<file path="config.mk">
export PLATFORM = sky130hd
export DESIGN_NAME = cuckoo_t2_stage_flat
export DESIGN_NICKNAME = d
export VERILOG_FILES = /design/src/rtl/cuckoo_t2_stage_if.sv /design/src/rtl/cuckoo_t2_stage.sv /design/src/flat_wrapper.sv
export SDC_FILE = /design/constraint.sdc
export NUM_CORES = 1
export LEC_CHECK = 0
export CAP_MARGIN = 20
export CORE_ASPECT_RATIO = 1.1
export CORE_UTILIZATION = 50
export CTS_CLUSTER_DIAMETER = 30
export CTS_CLUSTER_SIZE = 10
export DETAILED_ROUTE_END_ITERATION = 10
export PLACE_DENSITY = 0.72
export SLEW_MARGIN = 20
export SYNTH_ARGS = -nofsm -noshare
export SYNTH_HDL_FRONTEND = slang
export SYNTH_SLANG_ARGS = --single-unit
</file>
<file path="constraint.sdc">
create_clock -name clk -period 4.5 [get_ports clk]
set_input_delay 1.125 -clock clk [delete_from_list [all_inputs] [get_ports clk]]
set_output_delay 1.125 -clock clk [all_outputs]
set_load 0.05 [all_outputs]
</file>
<file path="src/rtl/cuckoo_t2_stage_if.sv">
// Handshake/lookup bundle between the table-1 insert stage and the table-2 stage.
// master = table-1 side (drives keys, accepts evictions); slave = table-2 stage.
interface cuckoo_t2_stage_if #(
  parameter int KEY_W  = 32,
  parameter int KICK_W = 4
);
  // Valid/ready: a transfer happens on a rising edge where valid and ready are both
  // high; once raised, valid and its payload hold steady until that edge.
  logic              in_valid;
  logic [KEY_W-1:0]  in_key;
  logic [KICK_W-1:0] in_kick;
  logic              in_ready;

  logic              ev_valid;
  logic [KEY_W-1:0]  ev_key;
  logic [KICK_W-1:0] ev_kick;
  logic              ev_ready;

  logic              ins_done;
  logic              fail_o;
  logic [KEY_W-1:0]  drop_key;

  logic              lk_valid;
  logic [KEY_W-1:0]  lk_key;
  logic              lk_hit;

  modport master (
    output in_valid, in_key, in_kick, ev_ready, lk_valid, lk_key,
    input  in_ready, ev_valid, ev_key, ev_kick, ins_done, fail_o, drop_key, lk_hit
  );

  modport slave (
    input  in_valid, in_key, in_kick, ev_ready, lk_valid, lk_key,
    output in_ready, ev_valid, ev_key, ev_kick, ins_done, fail_o, drop_key, lk_hit
  );
endinterface

</file>
<file path="src/rtl/cuckoo_t2_stage.sv">
// Table-2 stage of the cuckoo insert path: places evicted keys at h2, displaces residents.
// Optional macro CUCKOO_T2_OCC_EN adds the occ filled-slot counter output.
module cuckoo_t2_stage #(
  parameter int KEY_W     = 32,
  parameter int IDX_W     = 4,
  parameter int KICK_W    = 4,
  parameter int MAX_KICKS = 8
) (
  input  logic                 clk,
  input  logic                 rst_n,
  cuckoo_t2_stage_if.slave     bus,
  output logic [1:0]           dbg_state
`ifdef CUCKOO_T2_OCC_EN
  ,output logic [IDX_W:0]      occ
`endif
);

  localparam int SLOTS = 1 << IDX_W;

  typedef enum logic [1:0] {
    S_IDLE  = 2'd0,
    S_PROBE = 2'd1,
    S_EVICT = 2'd2
  } state_e;

  function automatic logic [IDX_W-1:0] hash2(input logic [KEY_W-1:0] k);
    return k[IDX_W-1:0] ^ k[2*IDX_W-1:IDX_W];
  endfunction

  state_e            state_q, state_d;
  logic [KEY_W-1:0]  key_q, key_d;
  logic [KICK_W-1:0] kick_q, kick_d;
  logic              in_ready_q, in_ready_d;
  logic              ev_valid_q, ev_valid_d;
  logic [KEY_W-1:0]  ev_key_q, ev_key_d;
  logic [KICK_W-1:0] ev_kick_q, ev_kick_d;
  logic              ins_done_q, ins_done_d;
  logic              fail_q, fail_d;
  logic [KEY_W-1:0]  drop_key_q, drop_key_d;
  logic              lk_hit_q, lk_hit_d;
  logic [SLOTS-1:0]  filled_q, filled_d;
  logic [KEY_W-1:0]  slot_key_q [SLOTS];
  logic [IDX_W:0]    occ_q, occ_d;

  logic              wr_en;
  logic [IDX_W-1:0]  probe_idx;
  logic [IDX_W-1:0]  lk_idx;
  logic [KICK_W:0]   kick_inc;
  logic              can_kick;
  logic              same_key;

  // One extra bit on the increment keeps an all-ones kick from wrapping to zero.
  assign kick_inc  = {1'b0, kick_q} + (KICK_W+1)'(1);
  assign can_kick  = int'(kick_inc) < MAX_KICKS;
  assign probe_idx = hash2(key_q);
  assign lk_idx    = hash2(bus.lk_key);
  assign same_key  = slot_key_q[probe_idx] == key_q;

  always_comb begin
    state_d    = state_q;
    key_d      = key_q;
    kick_d     = kick_q;
    in_ready_d = in_ready_q;
    ev_valid_d = ev_valid_q;
    ev_key_d   = ev_key_q;
    ev_kick_d  = ev_kick_q;
    ins_done_d = 1'b0;
    fail_d     = 1'b0;
    drop_key_d = drop_key_q;
    filled_d   = filled_q;
    wr_en      = 1'b0;
    occ_d      = occ_q;

    unique case (state_q)
      S_IDLE: begin
        if (bus.in_valid) begin
          key_d      = bus.in_key;
          kick_d     = bus.in_kick;
          in_ready_d = 1'b0;
          state_d    = S_PROBE;
        end
      end
      S_PROBE: begin
        if (!filled_q[probe_idx]) begin
          wr_en               = 1'b1;
          filled_d[probe_idx] = 1'b1;
          ins_done_d          = 1'b1;
          in_ready_d          = 1'b1;
          state_d             = S_IDLE;
          if (occ_q < (IDX_W+1)'(SLOTS)) occ_d = occ_q + (IDX_W+1)'(1);
        end else if (same_key) begin
          ins_done_d = 1'b1;
          in_ready_d = 1'b1;
          state_d    = S_IDLE;
        end else if (can_kick) begin
          wr_en      = 1'b1;
          ev_valid_d = 1'b1;
          ev_key_d   = slot_key_q[probe_idx];
          ev_kick_d  = kick_inc[KICK_W-1:0];
          state_d    = S_EVICT;
        end else begin
          fail_d     = 1'b1;
          drop_key_d = key_q;
          in_ready_d = 1'b1;
          state_d    = S_IDLE;
        end
      end
      S_EVICT: begin
        if (bus.ev_ready) begin
          ev_valid_d = 1'b0;
          in_ready_d = 1'b1;
          state_d    = S_IDLE;
        end
      end
      default: begin
        ev_valid_d = 1'b0;
        in_ready_d = 1'b1;
        state_d    = S_IDLE;
      end
    endcase
  end

  // Lookup reads the table before this cycle's write lands.
  assign lk_hit_d = bus.lk_valid && filled_q[lk_idx] && (slot_key_q[lk_idx] == bus.lk_key);

  always_ff @(posedge clk or negedge rst_n) begin
    if (!rst_n) begin
      state_q    <= S_IDLE;
      key_q      <= '0;
      kick_q     <= '0;
      in_ready_q <= 1'b1;
      ev_valid_q <= 1'b0;
      ev_key_q   <= '0;
      ev_kick_q  <= '0;
      ins_done_q <= 1'b0;
      fail_q     <= 1'b0;
      drop_key_q <= '0;
      lk_hit_q   <= 1'b0;
      filled_q   <= '0;
      occ_q      <= '0;
      for (int i = 0; i < SLOTS; i++) slot_key_q[i] <= '0;
    end else begin
      state_q    <= state_d;
      key_q      <= key_d;
      kick_q     <= kick_d;
      in_ready_q <= in_ready_d;
      ev_valid_q <= ev_valid_d;
      ev_key_q   <= ev_key_d;
      ev_kick_q  <= ev_kick_d;
      ins_done_q <= ins_done_d;
      fail_q     <= fail_d;
      drop_key_q <= drop_key_d;
      lk_hit_q   <= lk_hit_d;
      filled_q   <= filled_d;
      occ_q      <= occ_d;
      if (wr_en) slot_key_q[probe_idx] <= key_q;
    end
  end

  assign bus.in_ready = in_ready_q;
  assign bus.ev_valid = ev_valid_q;
  assign bus.ev_key   = ev_key_q;
  assign bus.ev_kick  = ev_kick_q;
  assign bus.ins_done = ins_done_q;
  assign bus.fail_o   = fail_q;
  assign bus.drop_key = drop_key_q;
  assign bus.lk_hit   = lk_hit_q;
  assign dbg_state    = state_q;

`ifdef CUCKOO_T2_OCC_EN
  assign occ = occ_q;
`else
  logic unused_occ;
  assign unused_occ = ^occ_q;
`endif

endmodule
</file>
<file path="src/flat_wrapper.sv">
// flat-port wrapper written by rule: the top's interface ports become plain ports
module cuckoo_t2_stage_flat 
#(
  parameter int KEY_W     = 32,
  parameter int IDX_W     = 4,
  parameter int KICK_W    = 4,
  parameter int MAX_KICKS = 8
)
  (clk, rst_n, dbg_state, bus_in_valid, bus_in_key, bus_in_kick, bus_ev_ready, bus_lk_valid, bus_lk_key, bus_in_ready, bus_ev_valid, bus_ev_key, bus_ev_kick, bus_ins_done, bus_fail_o, bus_drop_key, bus_lk_hit);
  cuckoo_t2_stage_if #(.KEY_W(KEY_W), .KICK_W(KICK_W)) bus_i ();
  input  logic clk;
  input  logic rst_n;
  output logic [1:0] dbg_state;
  input wire logic [$bits(bus_i.in_valid)-1:0] bus_in_valid;
  input wire logic [$bits(bus_i.in_key)-1:0] bus_in_key;
  input wire logic [$bits(bus_i.in_kick)-1:0] bus_in_kick;
  input wire logic [$bits(bus_i.ev_ready)-1:0] bus_ev_ready;
  input wire logic [$bits(bus_i.lk_valid)-1:0] bus_lk_valid;
  input wire logic [$bits(bus_i.lk_key)-1:0] bus_lk_key;
  output wire logic [$bits(bus_i.in_ready)-1:0] bus_in_ready;
  output wire logic [$bits(bus_i.ev_valid)-1:0] bus_ev_valid;
  output wire logic [$bits(bus_i.ev_key)-1:0] bus_ev_key;
  output wire logic [$bits(bus_i.ev_kick)-1:0] bus_ev_kick;
  output wire logic [$bits(bus_i.ins_done)-1:0] bus_ins_done;
  output wire logic [$bits(bus_i.fail_o)-1:0] bus_fail_o;
  output wire logic [$bits(bus_i.drop_key)-1:0] bus_drop_key;
  output wire logic [$bits(bus_i.lk_hit)-1:0] bus_lk_hit;
  assign bus_i.in_valid = bus_in_valid;
  assign bus_i.in_key = bus_in_key;
  assign bus_i.in_kick = bus_in_kick;
  assign bus_i.ev_ready = bus_ev_ready;
  assign bus_i.lk_valid = bus_lk_valid;
  assign bus_i.lk_key = bus_lk_key;
  assign bus_in_ready = bus_i.in_ready;
  assign bus_ev_valid = bus_i.ev_valid;
  assign bus_ev_key = bus_i.ev_key;
  assign bus_ev_kick = bus_i.ev_kick;
  assign bus_ins_done = bus_i.ins_done;
  assign bus_fail_o = bus_i.fail_o;
  assign bus_drop_key = bus_i.drop_key;
  assign bus_lk_hit = bus_i.lk_hit;
  cuckoo_t2_stage #(.KEY_W(KEY_W), .IDX_W(IDX_W), .KICK_W(KICK_W), .MAX_KICKS(MAX_KICKS)) u_core (.clk(clk), .rst_n(rst_n), .bus(bus_i), .dbg_state(dbg_state));
endmodule
</file>
==> metrics.csv, run 1 <==
stage,metric,value,unit
die,die_height,272,um
timing,fin_crit,4.47,ns
final_layout,final_common_cell,dfrtp_1,
synth,synthCells,2141,
critical_path,cp-start-kind,input pin,
final_layout,drive_above_1_share,0.527,
detailed_routing,routed_via_density,6.44,
run,maxCapViolations,0,
final_layout,finalNonFillerCells,3380,
synth,synth_edf_count,0,
critical_path,r2r_cells,14,
place,dp_slack,-1.03,ns
detailed_routing,wirelength,98.9,mm
critical_path,cp.arrival,5.11,ns
detailed_routing,drt-initial-drc-count,1812,
die,start_util,0.509,
critical_path,endpoint,u_core.bus.lk_hit,
clock_network,clkLatencyLatePin,0.74,ns
synth,synth_nets,2215,
die,core_area,65400,um^2
synth,syn_area,33200,um^2
place,hpwl,63.6,mm
final_layout,layout.nets,2492,
timing,post-route-period-util,0.994,
critical_path,required,5.14,ns
critical_path,worst_setup_path_end_kind,flop,
outcome,status,"finished, final reports clean",
grt,overflow,0,
final_layout,fillerInstances,4507,
timing,timing.hold.ws,0.346,ns
critical_path,cp_slowest_cell,clkdlybuf4s50_1,
synth,syn_area_per_cell,15.5,um^2
timing,finalSetupViolations,0,
synth,synth-main-ff-cell,dfrtp_1,
critical_path,worstSetupPathType,in2reg,
place,port_buffers,147,
grt,grt_pass1_wl,150,mm
synth,seq_area_frac_synth,0.481,
clock_network,ctsHoldBuffers,0,
final_layout,area_growth,26.2,%
synth,yosysWarnings,0,
synth,synth-seq-cells,639,
timing,fin_ws,0.0291,ns
detailed_routing,drt_first_pass_iters,5,
critical_path,critPathMaxFanout,39,
timing,hold_viol,0,
critical_path,crit_chain,"clkdlybuf4s50_1, xor2_4, buf_12, buf_4, mux4_2, mux4_2, xor2_1, nor4_4, buf_4, nand4_1, or4_1, nor4_1",
critical_path,r2r-end,u_core.bus.drop_key[0],
detailed_routing,num_vias,21800,
clock_network,htree_levels,4,
hold_path,hold_path.class,in2async,
place,dp.cells,3128,
critical_path,r2r_start,u_core.key_q[0],
place,place_congestion,0.911,
synth,synth_cell_types,59,
clock_network,clockBufferDepth,3,
critical_path,r2r_setup_slack,0.10,ns
clock_network,ctsRootBufferMaster,clkbuf_16,
timing,rsz0062_at_grt,yes,
die,num_io_pins,148,
clock_network,cts_sinks,639,
clock_network,cts_buffers,135,
grt,antenna_found_initial,1,
final_layout,multi_input_area,16300,um^2
detailed_routing,routedWlPerCell,29.3,um
timing,timing.slew.headroom,0.388,
detailed_routing,ant_nets,0,
grt,grt_max_degree,157,
grt,grt_usage,0.305,
die,die_w,248,um
final_layout,fin_util,0.642,
die,die_area,67500,um^2
grt,grt_pass1_vias,23500,
timing,tightest_slew,0.917,ns
final_layout,register_area,16000,um^2
timing,fmax,224,MHz
critical_path,max_stage_delay,0.60,ns
synth,synthArstFlopShare,1.00,
timing,clock_skew,0.0369,ns
clock_network,cts_tree,yes,
detailed_routing,drc,0,
critical_path,startpoint,bus_lk_key[1],
clock_network,clk_pin_slew,0.05,ns
final_layout,final_cell_mix,"638 x dfrtp_1, 548 x mux2_2, 291 x mux4_2",
die,rows,98,
timing,slew_violations,0,
==> area by class of cell <==
class	count	share of cell area
clock inverter	89	0.0283
tap	850	0.0254
antenna	1	0.0000597
clock buffer	159	0.0863
multi-input combinational	1272	0.388
sequential	639	0.381
inverter	25	0.00224
timing repair buffer	345	0.0883
==> how the worst min path moves through the flow <==
stage                              from                     end  slack, ns  cells after the start
finish                            rst_n  u_core.slot_key_q[336]       0.35                      1
global route                      rst_n  u_core.slot_key_q[336]       0.37                      1
global placement    u_core.bus.ev_valid     u_core.bus.ev_valid       0.46                      1
CTS                               rst_n  u_core.slot_key_q[336]       0.33                      1
detailed placement  u_core.bus.ev_valid     u_core.bus.ev_valid       0.47                      1
floorplan            u_core.filled_q[1]      u_core.filled_q[1]       0.45                      1
==> cell usage after synthesis (3+ instances only) <==
cell type | n | area, um^2
a311oi_1 | 3 | 26.3
nand2_1 | 27 | 101
nor4_2 | 11 | 138
nand4_1 | 16 | 100
mux2_4 | 10 | 150
mux4_2 | 291 | 6550
o21ai_0 | 7 | 35.0
o21ai_2 | 13 | 114
o22ai_1 | 26 | 163
nor2_1 | 73 | 274
buf_12 | 7 | 140
nor3_1 | 12 | 60.1
buf_4 | 41 | 308
mux2_2 | 548 | 6170
inv_1 | 25 | 93.8
nand3_1 | 23 | 115
dfrtp_1 | 638 | 16000
buf_6 | 6 | 67.6
xnor2_1 | 38 | 333
a22oi_1 | 4 | 30.0
mux4_1 | 3 | 78.8
o22a_1 | 15 | 131
xor2_1 | 37 | 324
mux2i_1 | 27 | 270
nor4_1 | 8 | 50.1
o21bai_1 | 12 | 90.1
nand2b_1 | 5 | 31.3
nor2b_1 | 4 | 25.0
buf_2 | 47 | 235
clkbuf_1 | 76 | 285
buf_1 | 25 | 93.8
mux2_1 | 31 | 349
==> kinds of logic (layout without fill, tap and decap cells) <==
| kind of cell | after synthesis | count (layout) | share of synthesized area |
|---|---|---|---|
| AND/OR/NAND/NOR | 189 | 189 | 0.0297 |
| XOR/XNOR | 77 | 77 | 0.0211 |
| AO/OA/AOI/OAI | 95 | 95 | 0.0214 |
| multiplexers | 910 | 910 | 0.408 |
| other | 0 | 1 | 0 |
| buffers and inverters | 230 | 618 | 0.0379 |
| adder cells (fa/ha/maj) | 1 | 1 | 0.000376 |
| flip-flops | 639 | 639 | 0.481 |
==> state kept, by name (all words and copies together), names as in the netlist <==
register and flops:
u_core.dbg_state 2, u_core.bus.ev_key 32, u_core.bus.drop_key 32, u_core.bus.ev_valid 1, u_core.key_q 32, u_core.bus.in_ready 1
u_core.bus.fail_o 1, u_core.bus.lk_hit 1, u_core.slot_key_q 512, u_core.filled_q 16, u_core.bus.ins_done 1, u_core.bus.ev_kick 4
u_core.kick_q 4
==> critical path, delay by kind of cell <==
| kind | cells | cell delay, ns |
|---|---|---|
| and+or+nand+nor | 4 | 1.36 |
| buffers and inverters | 4 | 1.24 |
| muxes | 2 | 0.76 |
| xor gates and xnor gates | 2 | 0.55 |
==> metrics by stage <==
step / area [um^2] / TNS, ns
2_1_floorplan: 33200 / 0
3_3_place_gp: 37000 / -1.00
3_5_place_dp: 37000 / -1.69
4_1_cts: 41900 / 0
5_1_grt: 41900 / -0.0903
6_report: 41900 / 0
==> layer usage <==
metal / part of all wire / global-route usage / up-vias / wire (um)
met3: 0.081 / 0.0683 / 287 / 7970
met4: 0.049 / 0.150 / 0 / 4840
met1: 0.39 / 0.403 / 11600 / 38300
met5: 0 / 0 / - / 0
met2: 0.48 / 0.476 / 1133 / 47900
li1: - / - / 8796 / -
==> repair_timing <==
action                     CTS  global route
buffers inserted             0             3
gates resized for setup      5             3
pin swaps                    0             3
setup endpoints to repair   31            78
Power of run 1 is not shown: default switching activity piles up to over one toggle a cycle in this logic, so the estimate is an artifact.
==> inputs of run 2 (changes only) <==
- CORE_ASPECT_RATIO: 1.1 -> default
==> metrics.csv, run 2 (synthesized netlist as in run 1, its figures left out) <==
stage,metric,value,unit,change
outcome,status,"finished, final reports clean",,
final_layout,final_cell_mix,"638 x dfrtp_1, 548 x mux2_2, 291 x mux4_2",,
grt,grt_pass1_wl,150,mm,about the same
detailed_routing,drc,0,,unchanged
critical_path,crit_chain,"xor2_4, buf_12, buf_12, mux4_1, mux4_2, xor2_2, nor3_2, buf_4, and4b_1, and3_1, buf_12, nor4b_4, buf_12, mux2_1",,
clock_network,clk_pin_slew,0.05,ns,about the same
run,maxCapViolations,0,,unchanged
critical_path,timing.critical_path.mode_cell,buf_12,,
critical_path,required,5.09,ns,-0.05 ns
final_layout,fillerInstances,4470,,-0.82%
critical_path,cp-start-kind,flop,,
timing,hold_viol,0,,unchanged
detailed_routing,drt_first_pass_iters,6,,+1
detailed_routing,wirelength,99.3,mm,+0.34%
final_layout,design_area,42200,um^2,+0.67%
final_layout,regMostFlops,u_core.slot_key_q,,
die,die_w,260,um,+4.8%
timing,setup_tns,0,ns,unchanged
grt,grt_pass1_vias,23300,,-0.58%
grt,overflow,0,,unchanged
clock_network,cts_sinks,639,,unchanged
final_layout,finalNonFillerCells,3400,,+0.59%
timing,timing.slew.headroom,0.492,,+0.104
final_layout,largest_register_ffs,512,,unchanged
timing,clock_skew,0.0300,ns,-0.00685 ns
detailed_routing,routed_via_density,6.40,,-0.62%
hold_path,hold_path.class,in2async,,
clock_network,htree_levels,4,,unchanged
final_layout,final_common_cell,dfrtp_1,,
timing,fmax,225,MHz,+0.81%
clock_network,clkLatencyLatePin,0.73,ns,about the same
timing,fin_crit,4.44,ns,-0.0358 ns
place,port_buffers,147,,unchanged
place,hpwl,64.1,mm,+0.77%
die,num_io_pins,148,,unchanged
critical_path,critPathMaxFanout,17,,-56%
clock_network,clockBufferDepth,3,,unchanged
final_layout,register_area,16000,um^2,unchanged
critical_path,max_stage_delay,0.56,ns,-0.04 ns
place,place_congestion,0.889,,-2.3%
timing,post-route-period-util,0.986,,-0.00794
die,start_util,0.506,,-0.00302
timing,finalSetupViolations,0,,unchanged
die,die_height,260,um,-4.6%
critical_path,crit_family,multiplexers,,
timing,slew_violations,0,,unchanged
detailed_routing,ant_nets,0,,unchanged
clock_network,cts_buffers,141,,+4.4%
place,dp.cells,3136,,+0.26%
clock_network,ctsHoldBuffers,0,,unchanged
detailed_routing,routedWlPerCell,29.2,um,-0.25%
final_layout,drive_above_1_share,0.529,,+0.00133
critical_path,crit_buf_inv,5,,+1
clock_network,ctsRootBufferMaster,clkbuf_16,,
die,rows,94,,-4.1%
die,die_area,67500,um^2,about the same
critical_path,cp_slowest_cell,mux4_1,,
detailed_routing,drt-initial-drc-count,1912,,+5.5%
critical_path,cp.arrival,5.02,ns,-0.09 ns
final_layout,multi_input_area,16300,um^2,+0.20%
die,core_area,65700,um^2,+0.60%
critical_path,worst_setup_path_end_kind,flop,,
grt,antenna_found_initial,5,,+4
timing,rsz0062_at_grt,no,,
final_layout,layout.nets,2491,,-0.040%
critical_path,worstSetupPathType,reg2reg,,
grt,grt_usage,0.304,,-0.000775
detailed_routing,num_vias,21800,,-0.028%
final_layout,area_growth,27.0,%,
grt,grt_max_degree,127,,-19%
place,placed_cell_area,37100,um^2,about the same
clock_network,cts_tree,yes,,
timing,tightest_slew,0.762,ns,-0.156 ns
final_layout,fin_util,0.642,,about the same
## run 2: metrics by stage
step	setup WS (ns)	hold slack (ns)
floorplan	0.103	0.447
global placement	-0.578	0.461
detailed placement	-0.610	0.474
CTS	0.00457	0.303
global route	0.0122	0.323
finish	0.0648	0.327
## run 2: what timing repair did
| item | in CTS | in global routing |
|---|---|---|
| endpoints found under the setup margin | 123 | 306 |
| setup buffers | 1 | 0 |
| gates cloned | 0 | 1 |
| gates resized for setup | 1 | 16 |
| pin swaps | 1 | 1 |
## run 2: layout make-up
class                      count  share of cell area
antenna                        2            0.000119
clock buffer                 181              0.0939
clock inverter                79              0.0244
inverter                      25             0.00222
multi-input combinational   1272               0.386
sequential                   639               0.379
tap                          864              0.0256
timing repair buffer         338              0.0888
## run 2: metal layers
metal	wire (um)	vias to the layer above	part of all wire	global-route usage
li1	-	8787	-	-
met5	13	-	0.00013	0
met1	39600	11600	0.40	0.405
met2	48000	1118	0.48	0.471
met3	7620	255	0.077	0.0741
met4	4050	2	0.041	0.143
## run 2: path summary, 6_finish.rpt
| kind | startpoint | to | slack, ns | cells after the start |
|---|---|---|---|---|
| min in group clk | u_core.bus.drop_key[6] | u_core.bus.drop_key[6] | 0.48 | 1 |
| hold / removal | rst_n | u_core.bus.ev_kick[2] | 0.33 | 1 |
| hold reg to reg | u_core.bus.drop_key[6] | u_core.bus.drop_key[6] | 0.48 | 1 |
| max in group asynchronous | rst_n | u_core.slot_key_q[290] | 3.11 | 2 |
| setup reg to reg | u_core.key_q[4] | u_core.bus.drop_key[11] | 0.06 | 14 |
| setup / recovery | u_core.key_q[4] | u_core.bus.drop_key[11] | 0.06 | 14 |
## run 2: worst register-to-register path, stage by stage, from the launching register on
cell,delay (ns)
dfrtp_1,0.45
xor2_4,0.22
buf_12,0.17
buf_12,0.14
mux4_1,0.56
mux4_2,0.56
xor2_2,0.26
nor3_2,0.11
buf_4,0.16
and4b_1,0.20
and3_1,0.27
buf_12,0.18
nor4b_4,0.41
buf_12,0.24
mux2_1,0.38
Power of run 2 is left out for the same reason.
==> inputs of run 3 (changes only) <==
- SETUP_SLACK_MARGIN: default -> 0.2
==> metrics.csv, run 3 (synthesized netlist as in run 1, its figures left out) <==
stage,metric,value,unit,change
outcome,status,"finished, final reports clean",,
timing,tightest_slew,0.934,ns,+0.173 ns
critical_path,cp.arrival,4.92,ns,-0.10 ns
timing,setup_tns,0,ns,unchanged
final_layout,final_cell_mix,"637 x dfrtp_1, 548 x mux2_2, 291 x mux4_2",,
final_layout,register_area,16000,um^2,about the same
critical_path,required,5.09,ns,about the same
critical_path,r2r_start,u_core.key_q[5],,
die,die_w,260,um,unchanged
clock_network,ctsHoldBuffers,0,,unchanged
place,hpwl,64.8,mm,+1.1%
die,start_util,0.506,,unchanged
die,die_area,67500,um^2,unchanged
clock_network,ctsRootBufferMaster,clkbuf_16,,
timing,fin_crit,4.33,ns,-0.108 ns
timing,finalSetupViolations,0,,unchanged
die,core_area,65700,um^2,unchanged
final_layout,multi_input_area,16400,um^2,+0.57%
clock_network,htree_levels,4,,unchanged
detailed_routing,wl_met3,8.77,mm,+15%
final_layout,final_common_cell,dfrtp_1,,
clock_network,clockBufferDepth,3,,unchanged
clock_network,clk_pin_slew,0.05,ns,about the same
clock_network,cts_tree,yes,,
clock_network,clkLatencyLatePin,0.73,ns,about the same
grt,grt_max_degree,102,,-20%
run,maxCapViolations,0,,unchanged
final_layout,design_area,43000,um^2,+1.8%
timing,timing.hold.ws,0.465,ns,+0.138 ns
timing,slew_violations,0,,unchanged
die,die_height,260,um,unchanged
detailed_routing,maxUsedRoutingLayer,met4,,
timing,fmax,231,MHz,+2.5%
detailed_routing,routed_via_density,6.48,,+1.2%
timing,timing.slew.headroom,0.377,,-0.115
detailed_routing,num_vias,22400,,+3.0%
final_layout,layout.nets,2555,,+2.6%
final_layout,drive_above_1_share,0.545,,+0.0167
grt,grt_usage,0.313,,+0.00904
final_layout,area_growth,29.3,%,
detailed_routing,drt-initial-drc-count,2157,,+13%
timing,clock_skew,0.0348,ns,+0.00481 ns
grt,grt_pass1_vias,23600,,+1.1%
final_layout,fillerInstances,4386,,-1.9%
clock_network,cts_sinks,639,,unchanged
final_layout,finalNonFillerCells,3459,,+1.7%
place,placed_cell_area,37200,um^2,+0.36%
hold_path,hold_path.class,in2async,,
die,num_io_pins,148,,unchanged
detailed_routing,wirelength,104,mm,+4.3%
timing,hold_viol,0,,unchanged
detailed_routing,drt_first_pass_iters,5,,-1
place,dp.cells,3169,,+1.1%
critical_path,r2r-end,u_core.slot_key_q[352],,
critical_path,worstSetupPathType,reg2reg,,
detailed_routing,dr_wl_met2,48.7,mm,+1.4%
critical_path,critPathMaxFanout,53,,+36
final_layout,largest_register_ffs,512,,unchanged
place,port_buffers,147,,unchanged
grt,overflow,0,,unchanged
detailed_routing,wl_met1,40.3,mm,+1.8%
grt,antenna_found_initial,0,,-5
detailed_routing,routedWlPerCell,29.9,um,+2.5%
die,rows,94,,unchanged
timing,rsz0062_at_grt,yes,,
timing,post-route-period-util,0.962,,-0.0241
grt,grt_pass1_wl,154,mm,+2.6%
critical_path,worst_setup_path_end_kind,flop,,
place,place_congestion,0.923,,+3.8%
critical_path,r2r_cells,15,,+1
final_layout,regMostFlops,u_core.slot_key_q,,
detailed_routing,drc,0,,unchanged
detailed_routing,ant_nets,0,,unchanged
critical_path,cp-start-kind,flop,,
clock_network,cts_buffers,140,,-0.71%
critical_path,r2r_setup_slack,0.17,ns,+0.11 ns
-- run 3: repair_timing --
item / in CTS / in global routing
gates cloned: 4 / 5
pin swaps: 5 / 9
buffers inserted: 18 / 7
hold endpoints to repair: 0 / 0
gates resized for setup: 31 / 22
setup endpoints to repair: 503 / 461
-- run 3: layout make-up --
cell class | count | area share
Inverter | 25 | 0.00218
Clock inverter | 88 | 0.0258
Sequential cell | 639 | 0.372
Multi-Input combinational cell | 1272 | 0.381
Clock buffer | 167 | 0.0897
Timing Repair Buffer | 403 | 0.104
Antenna cell | 1 | 0.0000582
Tap cell | 864 | 0.0252
-- run 3: metal layers --
layer	vias up	track usage
met2	1273	0.480
met4	0	0.171
met1	11900	0.414
li1	8915	-
met3	334	0.0715
met5	-	0
-- run 3: through the flow --
step                      utilization  setup WS, ns
after floorplan                     -         0.201
after global placement          0.566        -0.626
after detailed placement        0.566        -0.704
after CTS                       0.649         0.156
after global routing            0.654         0.142
final                           0.654         0.173
-- run 3: how the worst max path moves through the flow --
stage / from / endpoint / slack, ns / depth (start not counted)
floorplan: bus_lk_key[0] / u_core.bus.lk_hit / 0.20 / 10
global placement: bus_lk_key[0] / u_core.bus.lk_hit / -0.63 / 11
detailed placement: bus_lk_key[0] / u_core.bus.lk_hit / -0.70 / 11
CTS: u_core.key_q[4] / u_core.bus.drop_key[25] / 0.16 / 18
global route: u_core.key_q[4] / u_core.bus.drop_key[22] / 0.14 / 16
finish: u_core.key_q[5] / u_core.slot_key_q[352] / 0.17 / 15
-- run 3: worst max-delay path, stage by stage, from the launching register on --
cell	delay [ns]
dfrtp_1	0.57
xor2_4	0.21
buf_4	0.19
buf_12	0.32
mux4_2	0.28
o22ai_1	0.08
nor2_1	0.51
xnor2_1	0.24
nand4_1	0.17
nor4_2	0.36
and4_1	0.29
buf_12	0.16
o21ai_4	0.11
buf_12	0.18
buf_4	0.18
mux2_2	0.27
Power of run 3 is left out for the same reason.
